[src/rtl/move_arbiter_if.sv]
// Move-request / board-write bundle between the move sources,
// the arbiter (slave) and the game controller side (master).
interface move_arbiter_if;
  logic        turnIsHuman;
  logic        gameIsDone;
  logic [17:0] gBoard;
  logic        humanReq;
  logic [3:0]  humanCell;
  logic        aiReq;
  logic [3:0]  aiCell;
  logic        playerWrite;
  logic [3:0]  playerInput;
  logic        humanAck;
  logic        aiAck;
  logic        illegalMove;
  logic        timeoutMove;
  logic        busy;

  modport master (
    output turnIsHuman, gameIsDone, gBoard,
    output humanReq, humanCell, aiReq, aiCell,
    input  playerWrite, playerInput,
    input  humanAck, aiAck, illegalMove,
    input  timeoutMove, busy
  );

  modport slave (
    input  turnIsHuman, gameIsDone, gBoard,
    input  humanReq, humanCell, aiReq, aiCell,
    output playerWrite, playerInput,
    output humanAck, aiAck, illegalMove,
    output timeoutMove, busy
  );
endinterface

[src/rtl/move_arbiter.sv]
// Grants the on-turn move source, legality-checks it against gBoard and
// issues a one-cycle board write. Optional auto-move: MOVE_TIMEOUT_EN.
module move_arbiter #(
  parameter int TIMEOUT_CYCLES = 1024
) (
  input logic           ph1,
  input logic           ph2,
  input logic           reset,
  move_arbiter_if.slave mv
);
  typedef enum logic [2:0] {
    IDLE, CHECK, WRITE, SETTLE, REJECT
  } state_e;

  typedef enum logic [1:0] {
    SRC_HUMAN, SRC_AI, SRC_TIMEOUT
  } src_e;

  state_e     state_q, state_d;
  src_e       src_q, src_d;
  logic [3:0] cell_q, cell_d;
  logic       armed_q, armed_d;

  logic       pw_q, pw_d;
  logic [3:0] pi_q, pi_d;
  logic       ha_q, ha_d;
  logic       aa_q, aa_d;
  logic       il_q, il_d;
  logic       busy_q, busy_d;

  logic [1:0] cell_st;
  logic       legal;
  logic       human_go;
  logic       ai_go;
  logic       tmo_go;
  logic [3:0] tmo_cell;
  logic       unused_ph2;

  // ph1 rising is the capture point of the two-phase flop pair
  assign unused_ph2 = ph2;

  assign cell_st  = 2'(mv.gBoard >> {cell_q, 1'b0});
  assign legal    = (cell_q <= 4'd8) && (cell_st == 2'b00);
  assign human_go = mv.turnIsHuman && mv.humanReq && armed_q;
  assign ai_go    = !mv.turnIsHuman && mv.aiReq;

`ifdef MOVE_TIMEOUT_EN
  localparam int CW = $clog2(TIMEOUT_CYCLES);

  logic [CW-1:0] tcnt_q, tcnt_d;
  logic          any_empty;
  logic          to_q, to_d;

  always_comb begin
    tmo_cell  = 4'hF;
    any_empty = 1'b0;
    for (int n = 8; n >= 0; n--) begin
      if (mv.gBoard[2*n +: 2] == 2'b00) begin
        tmo_cell  = 4'(n);
        any_empty = 1'b1;
      end
    end
  end

  assign tmo_go = any_empty &&
    (tcnt_q == CW'(TIMEOUT_CYCLES - 1));

  always_comb begin
    tcnt_d = '0;
    if (state_q == IDLE && mv.turnIsHuman &&
        !mv.gameIsDone)
      tcnt_d = tcnt_q + CW'(1);
  end

  always_comb begin
    to_d = (state_d == WRITE) &&
           (src_q == SRC_TIMEOUT);
  end

  always_ff @(posedge ph1) begin
    if (reset) begin
      tcnt_q <= '0;
      to_q   <= 1'b0;
    end else begin
      tcnt_q <= tcnt_d;
      to_q   <= to_d;
    end
  end

  assign mv.timeoutMove = to_q;
`else
  localparam int unused_timeout = TIMEOUT_CYCLES;

  assign tmo_go         = 1'b0;
  assign tmo_cell       = 4'hF;
  assign mv.timeoutMove = 1'b0;
`endif

  always_comb begin
    state_d = state_q;
    src_d   = src_q;
    cell_d  = cell_q;
    unique case (state_q)
      IDLE: begin
        if (!mv.gameIsDone) begin
          if (human_go) begin
            cell_d  = mv.humanCell;
            src_d   = SRC_HUMAN;
            state_d = CHECK;
          end else if (ai_go) begin
            cell_d  = mv.aiCell;
            src_d   = SRC_AI;
            state_d = CHECK;
          end else if (mv.turnIsHuman && tmo_go) begin
            cell_d  = tmo_cell;
            src_d   = SRC_TIMEOUT;
            state_d = CHECK;
          end
        end
      end
      CHECK: begin
        if (mv.gameIsDone) state_d = IDLE;
        else if (legal)    state_d = WRITE;
        else               state_d = REJECT;
      end
      WRITE:   state_d = SETTLE;
      SETTLE:  state_d = IDLE;
      REJECT:  state_d = IDLE;
      default: state_d = IDLE;
    endcase
  end

  // a held key yields one move; release re-arms
  always_comb begin
    armed_d = armed_q;
    if (!mv.humanReq)
      armed_d = 1'b1;
    else if (state_q == IDLE && !mv.gameIsDone && human_go)
      armed_d = 1'b0;
  end

  always_comb begin
    pw_d   = (state_d == WRITE);
    pi_d   = pw_d ? cell_q : 4'hF;
    ha_d   = pw_d && (src_q == SRC_HUMAN);
    aa_d   = pw_d && (src_q == SRC_AI);
    il_d   = (state_d == REJECT);
    busy_d = (state_d != IDLE);
  end

  always_ff @(posedge ph1) begin
    if (reset) begin
      state_q <= IDLE;
      src_q   <= SRC_HUMAN;
      cell_q  <= 4'hF;
      armed_q <= 1'b0;
      pw_q    <= 1'b0;
      pi_q    <= 4'hF;
      ha_q    <= 1'b0;
      aa_q    <= 1'b0;
      il_q    <= 1'b0;
      busy_q  <= 1'b0;
    end else begin
      state_q <= state_d;
      src_q   <= src_d;
      cell_q  <= cell_d;
      armed_q <= armed_d;
      pw_q    <= pw_d;
      pi_q    <= pi_d;
      ha_q    <= ha_d;
      aa_q    <= aa_d;
      il_q    <= il_d;
      busy_q  <= busy_d;
    end
  end

  assign mv.playerWrite = pw_q;
  assign mv.playerInput = pi_q;
  assign mv.humanAck    = ha_q;
  assign mv.aiAck       = aa_q;
  assign mv.illegalMove = il_q;
  assign mv.busy        = busy_q;
endmodule

[src/flat_wrapper.sv]
// flat-port wrapper written by rule: the top's interface ports become plain ports
module move_arbiter_flat 
#(
  parameter int TIMEOUT_CYCLES = 1024
)
  (ph1, ph2, reset, mv_turnIsHuman, mv_gameIsDone, mv_gBoard, mv_humanReq, mv_humanCell, mv_aiReq, mv_aiCell, mv_playerWrite, mv_playerInput, mv_humanAck, mv_aiAck, mv_illegalMove, mv_timeoutMove, mv_busy);
  move_arbiter_if mv_i ();
  input logic ph1;
  input logic ph2;
  input logic reset;
  input wire logic [$bits(mv_i.turnIsHuman)-1:0] mv_turnIsHuman;
  input wire logic [$bits(mv_i.gameIsDone)-1:0] mv_gameIsDone;
  input wire logic [$bits(mv_i.gBoard)-1:0] mv_gBoard;
  input wire logic [$bits(mv_i.humanReq)-1:0] mv_humanReq;
  input wire logic [$bits(mv_i.humanCell)-1:0] mv_humanCell;
  input wire logic [$bits(mv_i.aiReq)-1:0] mv_aiReq;
  input wire logic [$bits(mv_i.aiCell)-1:0] mv_aiCell;
  output wire logic [$bits(mv_i.playerWrite)-1:0] mv_playerWrite;
  output wire logic [$bits(mv_i.playerInput)-1:0] mv_playerInput;
  output wire logic [$bits(mv_i.humanAck)-1:0] mv_humanAck;
  output wire logic [$bits(mv_i.aiAck)-1:0] mv_aiAck;
  output wire logic [$bits(mv_i.illegalMove)-1:0] mv_illegalMove;
  output wire logic [$bits(mv_i.timeoutMove)-1:0] mv_timeoutMove;
  output wire logic [$bits(mv_i.busy)-1:0] mv_busy;
  assign mv_i.turnIsHuman = mv_turnIsHuman;
  assign mv_i.gameIsDone = mv_gameIsDone;
  assign mv_i.gBoard = mv_gBoard;
  assign mv_i.humanReq = mv_humanReq;
  assign mv_i.humanCell = mv_humanCell;
  assign mv_i.aiReq = mv_aiReq;
  assign mv_i.aiCell = mv_aiCell;
  assign mv_playerWrite = mv_i.playerWrite;
  assign mv_playerInput = mv_i.playerInput;
  assign mv_humanAck = mv_i.humanAck;
  assign mv_aiAck = mv_i.aiAck;
  assign mv_illegalMove = mv_i.illegalMove;
  assign mv_timeoutMove = mv_i.timeoutMove;
  assign mv_busy = mv_i.busy;
  move_arbiter #(.TIMEOUT_CYCLES(TIMEOUT_CYCLES)) u_core (.ph1(ph1), .ph2(ph2), .reset(reset), .mv(mv_i));
endmodule
[config.mk]
export PLATFORM = sky130hd
export DESIGN_NAME = move_arbiter_flat
export DESIGN_NICKNAME = d
export VERILOG_FILES = /design/src/rtl/move_arbiter_if.sv /design/src/rtl/move_arbiter.sv /design/src/flat_wrapper.sv
export SDC_FILE = /design/constraint.sdc
export NUM_CORES = 1
export LEC_CHECK = 0
export ABC_AREA = 1
export BUFFER_PORTS_ARGS = -buffer_cell sky130_fd_sc_hd__buf_2
export CORE_MARGIN = 2
export CORE_UTILIZATION = 47
export CTS_BUF_LIST = sky130_fd_sc_hd__clkbuf_16
export CTS_CLUSTER_SIZE = 20
export DETAILED_ROUTE_END_ITERATION = 8
export MAX_ROUTING_LAYER = met4
export PLACE_DENSITY = 0.83
export RECOVER_POWER = 100
export SLEW_MARGIN = 20
export SYNTH_ARGS = -nofsm -noshare
export SYNTH_HDL_FRONTEND = slang
export SYNTH_SLANG_ARGS = --single-unit
[constraint.sdc]
create_clock -name ph1 -period 2.1 [get_ports ph1]
set_input_delay 0.63 -clock ph1 [delete_from_list [all_inputs] [get_ports ph1]]
set_output_delay 0.63 -clock ph1 [all_outputs]
set_load 0.05 [all_outputs]
# Word-level counts from Yosys, hierarchy flattened
# Cells that the tools add are included.
# op_classes
order_cmp	1
n_eq_ne	6
shift	1
muxes	12
bitwise	2
reduce_logical	17
# op_table
operator	n
18-bit by 5-bit right shift with 2-bit output	1
3-bit two-way mux	5
3-bit case mux with 3 select lines	1
1-bit logical AND	8
4-bit two-way mux	2
3-bit by 2-bit equality test with 1-bit output, second input constant	2
4-bit less-or-equal comparator, second input constant	1
2-bit logical NOT	2
2-bit two-way mux	2
3-bit by 1-bit equality test with 1-bit output, second input constant	1
3-bit equality test, second input constant	1
3-bit logical NOT	1
3-bit AND reduction	1
3-bit nonzero test	1
2-bit by 1-bit equality test with 1-bit output, second input constant	1
1-bit logical NOT	2
1-bit two-way mux	2
2-bit by 1-bit inequality test with 1-bit output, second input constant	1
1-bit inverter	2
2-bit nonzero test	1
2-bit OR reduction	1
# word_totals
ff_bits	19
inputBits	33
out_inout_bits	10
elab_cells	49

# Longest topological paths before layout
# depth
depth_word	9
mapped_depth	12
mapped_depth_nobuf	12

# Least setup slack after synthesis
# OpenSTA, ideal clock, no wires.
# synth_timing
path_type	input to register
from	input port mv_gBoard[10]
to	register u_core.pi_q[0] (netlist: u_core.mv.playerInput[0])
setup_ps	118
t_arrival_ps	1407
required_time_ps	1982
setup_slack_ps	575
path_stages	9
n_path_buf	0
cell_sequence	or2_1 > nor2_1 > nor2_1 > nand2_1 > nand3_2 > nand2_2 > nand2_4 > nor2_8 > nand2_1
# synth_between
elab_chain_len	9
# synth_lines
item	line_no	rtl
start, declared	flat_wrapper.sv:13	input wire logic [$bits(mv_i.gBoard)-1:0] mv_gBoard;
18-bit by 5-bit right shift with 2-bit output	move_arbiter.sv:42	assign cell_st = 2'(mv.gBoard >> {cell_q, 1'b0});
2-bit logical NOT	move_arbiter.sv:43	assign legal = (cell_q <= 4'd8) && (cell_st == 2'b00);
1-bit logical AND	move_arbiter.sv:43	
3-bit two-way mux	move_arbiter.sv:123	else if (legal) state_d = WRITE;
3-bit two-way mux	move_arbiter.sv:122	if (mv.gameIsDone) state_d = IDLE;
3-bit case mux with 3 select lines	move_arbiter.sv:103	unique case (state_q)
3-bit by 2-bit equality test with 1-bit output	move_arbiter.sv:143	pw_d = (state_d == WRITE);
1-bit inverter (no line)	n/a	
2-bit OR reduction (no line)	n/a	
end signal, assigned	move_arbiter.sv:169	pi_q <= pi_d;
end, declared	move_arbiter.sv:25	logic [3:0] pi_q, pi_d;
# Every way passes these cells.
# A chain may end at the register's enable or synchronous reset.

# Final worst setup path
# layout_timing
from	input port mv_gBoard[10]
to	register u_core.aa_q (netlist: u_core.mv.aiAck)
# layout_between
elab_chain_len	8
# layout_lines
item	line_no	rtl
18-bit by 5-bit right shift with 2-bit output	move_arbiter.sv:42	
2-bit logical NOT	move_arbiter.sv:43	
1-bit logical AND	move_arbiter.sv:43	
3-bit two-way mux	move_arbiter.sv:123	
3-bit two-way mux	move_arbiter.sv:122	
3-bit case mux with 3 select lines	move_arbiter.sv:103	
3-bit by 2-bit equality test with 1-bit output	move_arbiter.sv:143	
1-bit logical AND	move_arbiter.sv:146	aa_d = pw_d && (src_q == SRC_AI);
end signal, assigned	move_arbiter.sv:160	aa_q <= 1'b0;
end signal, assigned	move_arbiter.sv:171	aa_q <= aa_d;
end, declared	move_arbiter.sv:27	logic aa_q, aa_d;
# Every way passes these cells.

==> results.cfg <==
[place]
final_weighted_congestion_of_routability_driven_global_placement = 0.6927
place.detailed.hpwl_um = 1300
place.detailed.instances = 165
io_buffer_count = 40
dp_worst_setup_slack_ps = 195.0

[route]
via_count_of_the_routed_design = 812
post_route_drc_violation_count = 0
violation_count_after_the_first_detailed_route_iteration = 11
drt_pass_1_iters = 4
viasPerCell = 4.805
drtAntennaViolNets = 0
drt_wl_total_um = 1661
wl_per_cell_um = 9.828

[clock_network]
clk_transition_reported_paths_ps = 50
cts_tree = built
cts_num_sinks = 18
number_of_hold_repair_buffers_added_at_the_cts_stage = 0
number_of_clock_buffers_inserted_by_tritoncts = 3
cts_resized = 0
post_cts_repair_setup_buffers = 0
cts-root-buf = sky130_fd_sc_hd__clkbuf_16
cts_max_level = 1
clk-insertion-delay-late_ps = 250
ctsLongestPathBuffers = 2

[layout]
instances_no_fill = 169
design.final.nets = 186
antenna_cells = 0
layout.cells.most_common = sky130_fd_sc_hd__buf_2
synthesis_to_layout_area_growth_pct = 30.74
mostFrequentLayoutCells = 30 x sky130_fd_sc_hd__buf_2, 22 x sky130_fd_sc_hd__nand2_1, 18 x sky130_fd_sc_hd__nor2_1, 18 x sky130_fd_sc_hd__dfxtp_1, 12 x sky130_fd_sc_hd__inv_1
layout-drive-gt1-share_pct = 28.29

[pwr]
internal_pwr_total_w = 0.0006454
report.power.total_w = 0.0008282
power.share.sequential_pct = 43.4
combinational_cell_fraction_of_total_power_pct = 10.9
p_leak_nw = 0.5595
power_switching_w = 0.0001828
clock_power_share_pct = 45.7
worst_ir_drop_vdd_mv = 0.3365
swShare_pct = 22.07
power_per_cell_area_nw_per_um2 = 759.1

[logic_synthesis]
synth-seq-area-share_pct = 43.18
synth_cells = 110
syn-cell-area_um2 = 834.6
synthDistinctLibCells = 23
synthesis.yosys.warnings = 0
synth_nets = 143
syn-mean-instance-area_um2 = 7.587
synth_seq_cells = 18

[sta]
finalCriticalPeriod_ps = 1686
holdWs_ps = 458.1
layout_setup_ws_ps = 414.2
worst_clock_skew_ps = 1.403
achievable-frequency_ghz = 0.5932
rsz0062_at_grt = false
worst-slew-pin-transition_ps = 597.8
final_hold_viol_count = 0
setup_tns_ps = 0
timing_max_transition_violations_final = 0
final.period_utilization_pct = 80.28
finalSetupViolCount = 0
slew_headroom_pct = 60.32

[worst_setup_path]
timing.critical_path.buf_inv = 2
path_cells = buf_2, or2_1, nor2_1, nor2_1, nand2_1, nand3_1, nand2_1, nand2_1, nor2_8, clkinvlp_2, nor2_2
timing.critical_path.arrival_ps = 1870
cp.required_ps = 2290
critPathLaunchType = input port
critical_path_peak_fanout = 6
critical-path-slowest-cell = sky130_fd_sc_hd__or2_1
critical-path-top-delay-family = simple AND/OR/NAND/NOR gates
timing.reg2reg.worst_path_depth = 12
worst-r2r-setup-slack_ps = 460
worst_r2r_endpoint = u_core.mv.aiAck
worstReg2RegStart = u_core.cell_q[0]
timing_worst_setup_path_type = in -> reg
critical_path.endpoint_type = register
crit_path_max_incr_delay_ps = 210
cpMostUsedCell = sky130_fd_sc_hd__nand2_1

[floorplan]
die_area_um2 = 2129
ios = 43
rows = 15
floorplan.die.height_um = 46.14
start_util_pct = 49.41
dieWidth_um = 46.14
core_area_um2 = 1689

[flow_run]
max_cap_violations = 0

[global_routing]
grt_pass1_vias = 753
total_global_route_track_usage_pct = 19.54
maximum_number_of_pins_on_one_net_before_global_route_repair = 12
grt_first_pass_wirelength_um = 2863
grt_antenna_before_repair = 0
globalRoute.totalOverflow = 0

[worst_hold_path]
min_delay_path_class = reg -> reg
end_point_of_the_most_critical_hold_path = u_core.mv.humanAck
min_from = u_core.src_q[0]
hold_depth = 1

[run_status]
status = finished, final reports clean
cells in the mapped netlist:
cell type / n / area share, %
sky130_fd_sc_hd__a21oi_1: 1 / 0.60
sky130_fd_sc_hd__and3_1: 1 / 0.75
sky130_fd_sc_hd__buf_4: 2 / 1.8
sky130_fd_sc_hd__conb_1: 1 / 0.45
sky130_fd_sc_hd__dfxtp_1: 18 / 43
sky130_fd_sc_hd__inv_1: 12 / 5.4
sky130_fd_sc_hd__inv_2: 3 / 1.3
sky130_fd_sc_hd__inv_4: 1 / 0.75
sky130_fd_sc_hd__nand2_1: 20 / 9.0
sky130_fd_sc_hd__nand2_2: 2 / 1.5
sky130_fd_sc_hd__nand2_4: 1 / 1.3
sky130_fd_sc_hd__nand3_1: 5 / 3.0
sky130_fd_sc_hd__nand3_2: 1 / 1.2
sky130_fd_sc_hd__nand3b_1: 1 / 0.90
sky130_fd_sc_hd__nor2_1: 18 / 8.1
sky130_fd_sc_hd__nor2_2: 2 / 1.5
sky130_fd_sc_hd__nor2_4: 1 / 1.3
sky130_fd_sc_hd__nor2_8: 1 / 2.4
sky130_fd_sc_hd__nor3_1: 2 / 1.2
sky130_fd_sc_hd__nor3_2: 1 / 1.2
sky130_fd_sc_hd__o211ai_1: 9 / 8.1
sky130_fd_sc_hd__o21ai_1: 2 / 1.2
sky130_fd_sc_hd__or2_1: 5 / 3.7
metrics by stage:
stage | util [%] | area [um^2]
2_1_floorplan | - | 834.6
3_3_place_gp | 61.63 | 1041
3_5_place_dp | 61.63 | 1041
4_1_cts | 66.30 | 1120
5_1_grt | 64.59 | 1091
6_report | 64.59 | 1091
worst reg2reg max path, cell delays in order, from the launching register on:
cell and delay, ps:
sky130_fd_sc_hd__dfxtp_1 430, sky130_fd_sc_hd__inv_2 90, sky130_fd_sc_hd__nand2_2 70, sky130_fd_sc_hd__nor2_1 40, sky130_fd_sc_hd__nor2_1 90, sky130_fd_sc_hd__nand2_1 50
sky130_fd_sc_hd__nand2_1 70, sky130_fd_sc_hd__nand3_1 100, sky130_fd_sc_hd__nand2_1 80, sky130_fd_sc_hd__nand2_1 150, sky130_fd_sc_hd__nor2_8 160, sky130_fd_sc_hd__clkinvlp_2 150
sky130_fd_sc_hd__nor2_2 100
sequential cells by signal, indices dropped and copies added (netlist names):
name	count
u_core.mv.aiAck	1
u_core.mv.playerWrite	1
u_core.mv.illegalMove	1
u_core.cell_q	4
u_core.mv.humanAck	1
u_core.mv.busy	1
u_core.src_q	1
u_core.armed_q	1
u_core.state_q	3
u_core.mv.playerInput	4
final cells by class:
| type | count | area, um^2 |
|---|---|---|
| clock buffers | 3 | 75.07 |
| well taps | 17 | 21.27 |
| fillers | 153 | 598.1 |
| inverters | 16 | 61.31 |
| clock inverters | 1 | 3.754 |
| multi-input cells | 74 | 381.6 |
| flip-flops and latches | 18 | 360.3 |
| repair buffers | 40 | 187.7 |
worst max path at each step:
stage / depth (start not counted) / endpoint / start / slack [ps]
2_1_floorplan: 9 / u_core.mv.playerInput[0] / mv_gBoard[10] / 570
3_3_place_gp: 9 / u_core.armed_q / mv_humanReq / 270
3_5_place_dp: 9 / u_core.armed_q / mv_humanReq / 200
4_1_cts: 9 / u_core.armed_q / mv_humanReq / 470
5_1_grt: 9 / u_core.armed_q / mv_humanReq / 250
6_report: 11 / u_core.mv.aiAck / mv_gBoard[10] / 410
power groups by stage:
stage | clock network (W) | registers, W | logic, W
2_1_floorplan | 0 | 0.000369 | 0.0000509
3_3_place_gp | 0 | 0.000366 | 0.0000904
3_5_place_dp | 0 | 0.000366 | 0.0000929
4_1_cts | 0.000379 | 0.000359 | 0.0000944
5_1_grt | 0.000392 | 0.000361 | 0.000103
6_report | 0.000378 | 0.000359 | 0.0000907
per-layer routing:
layer	vias to the layer above	wire, um	global-route usage (%)	share of wire [%]
li1	430	-	-	-
met5	-	0	-	0
met2	33	810	32.78	49
met1	344	716	21.05	43
met4	0	48	11.43	2.9
met3	5	86	3.922	5.2
cell families after synthesis:
kind of cell    Yosys count  share of synthesized area [%]
flops                    18                          43.18
compound gates           12                          9.894
other cells               1                         0.4493
simple gates             61                          37.18
buf+inv                  18                          9.295
Power figures use the tool's default switching activity.
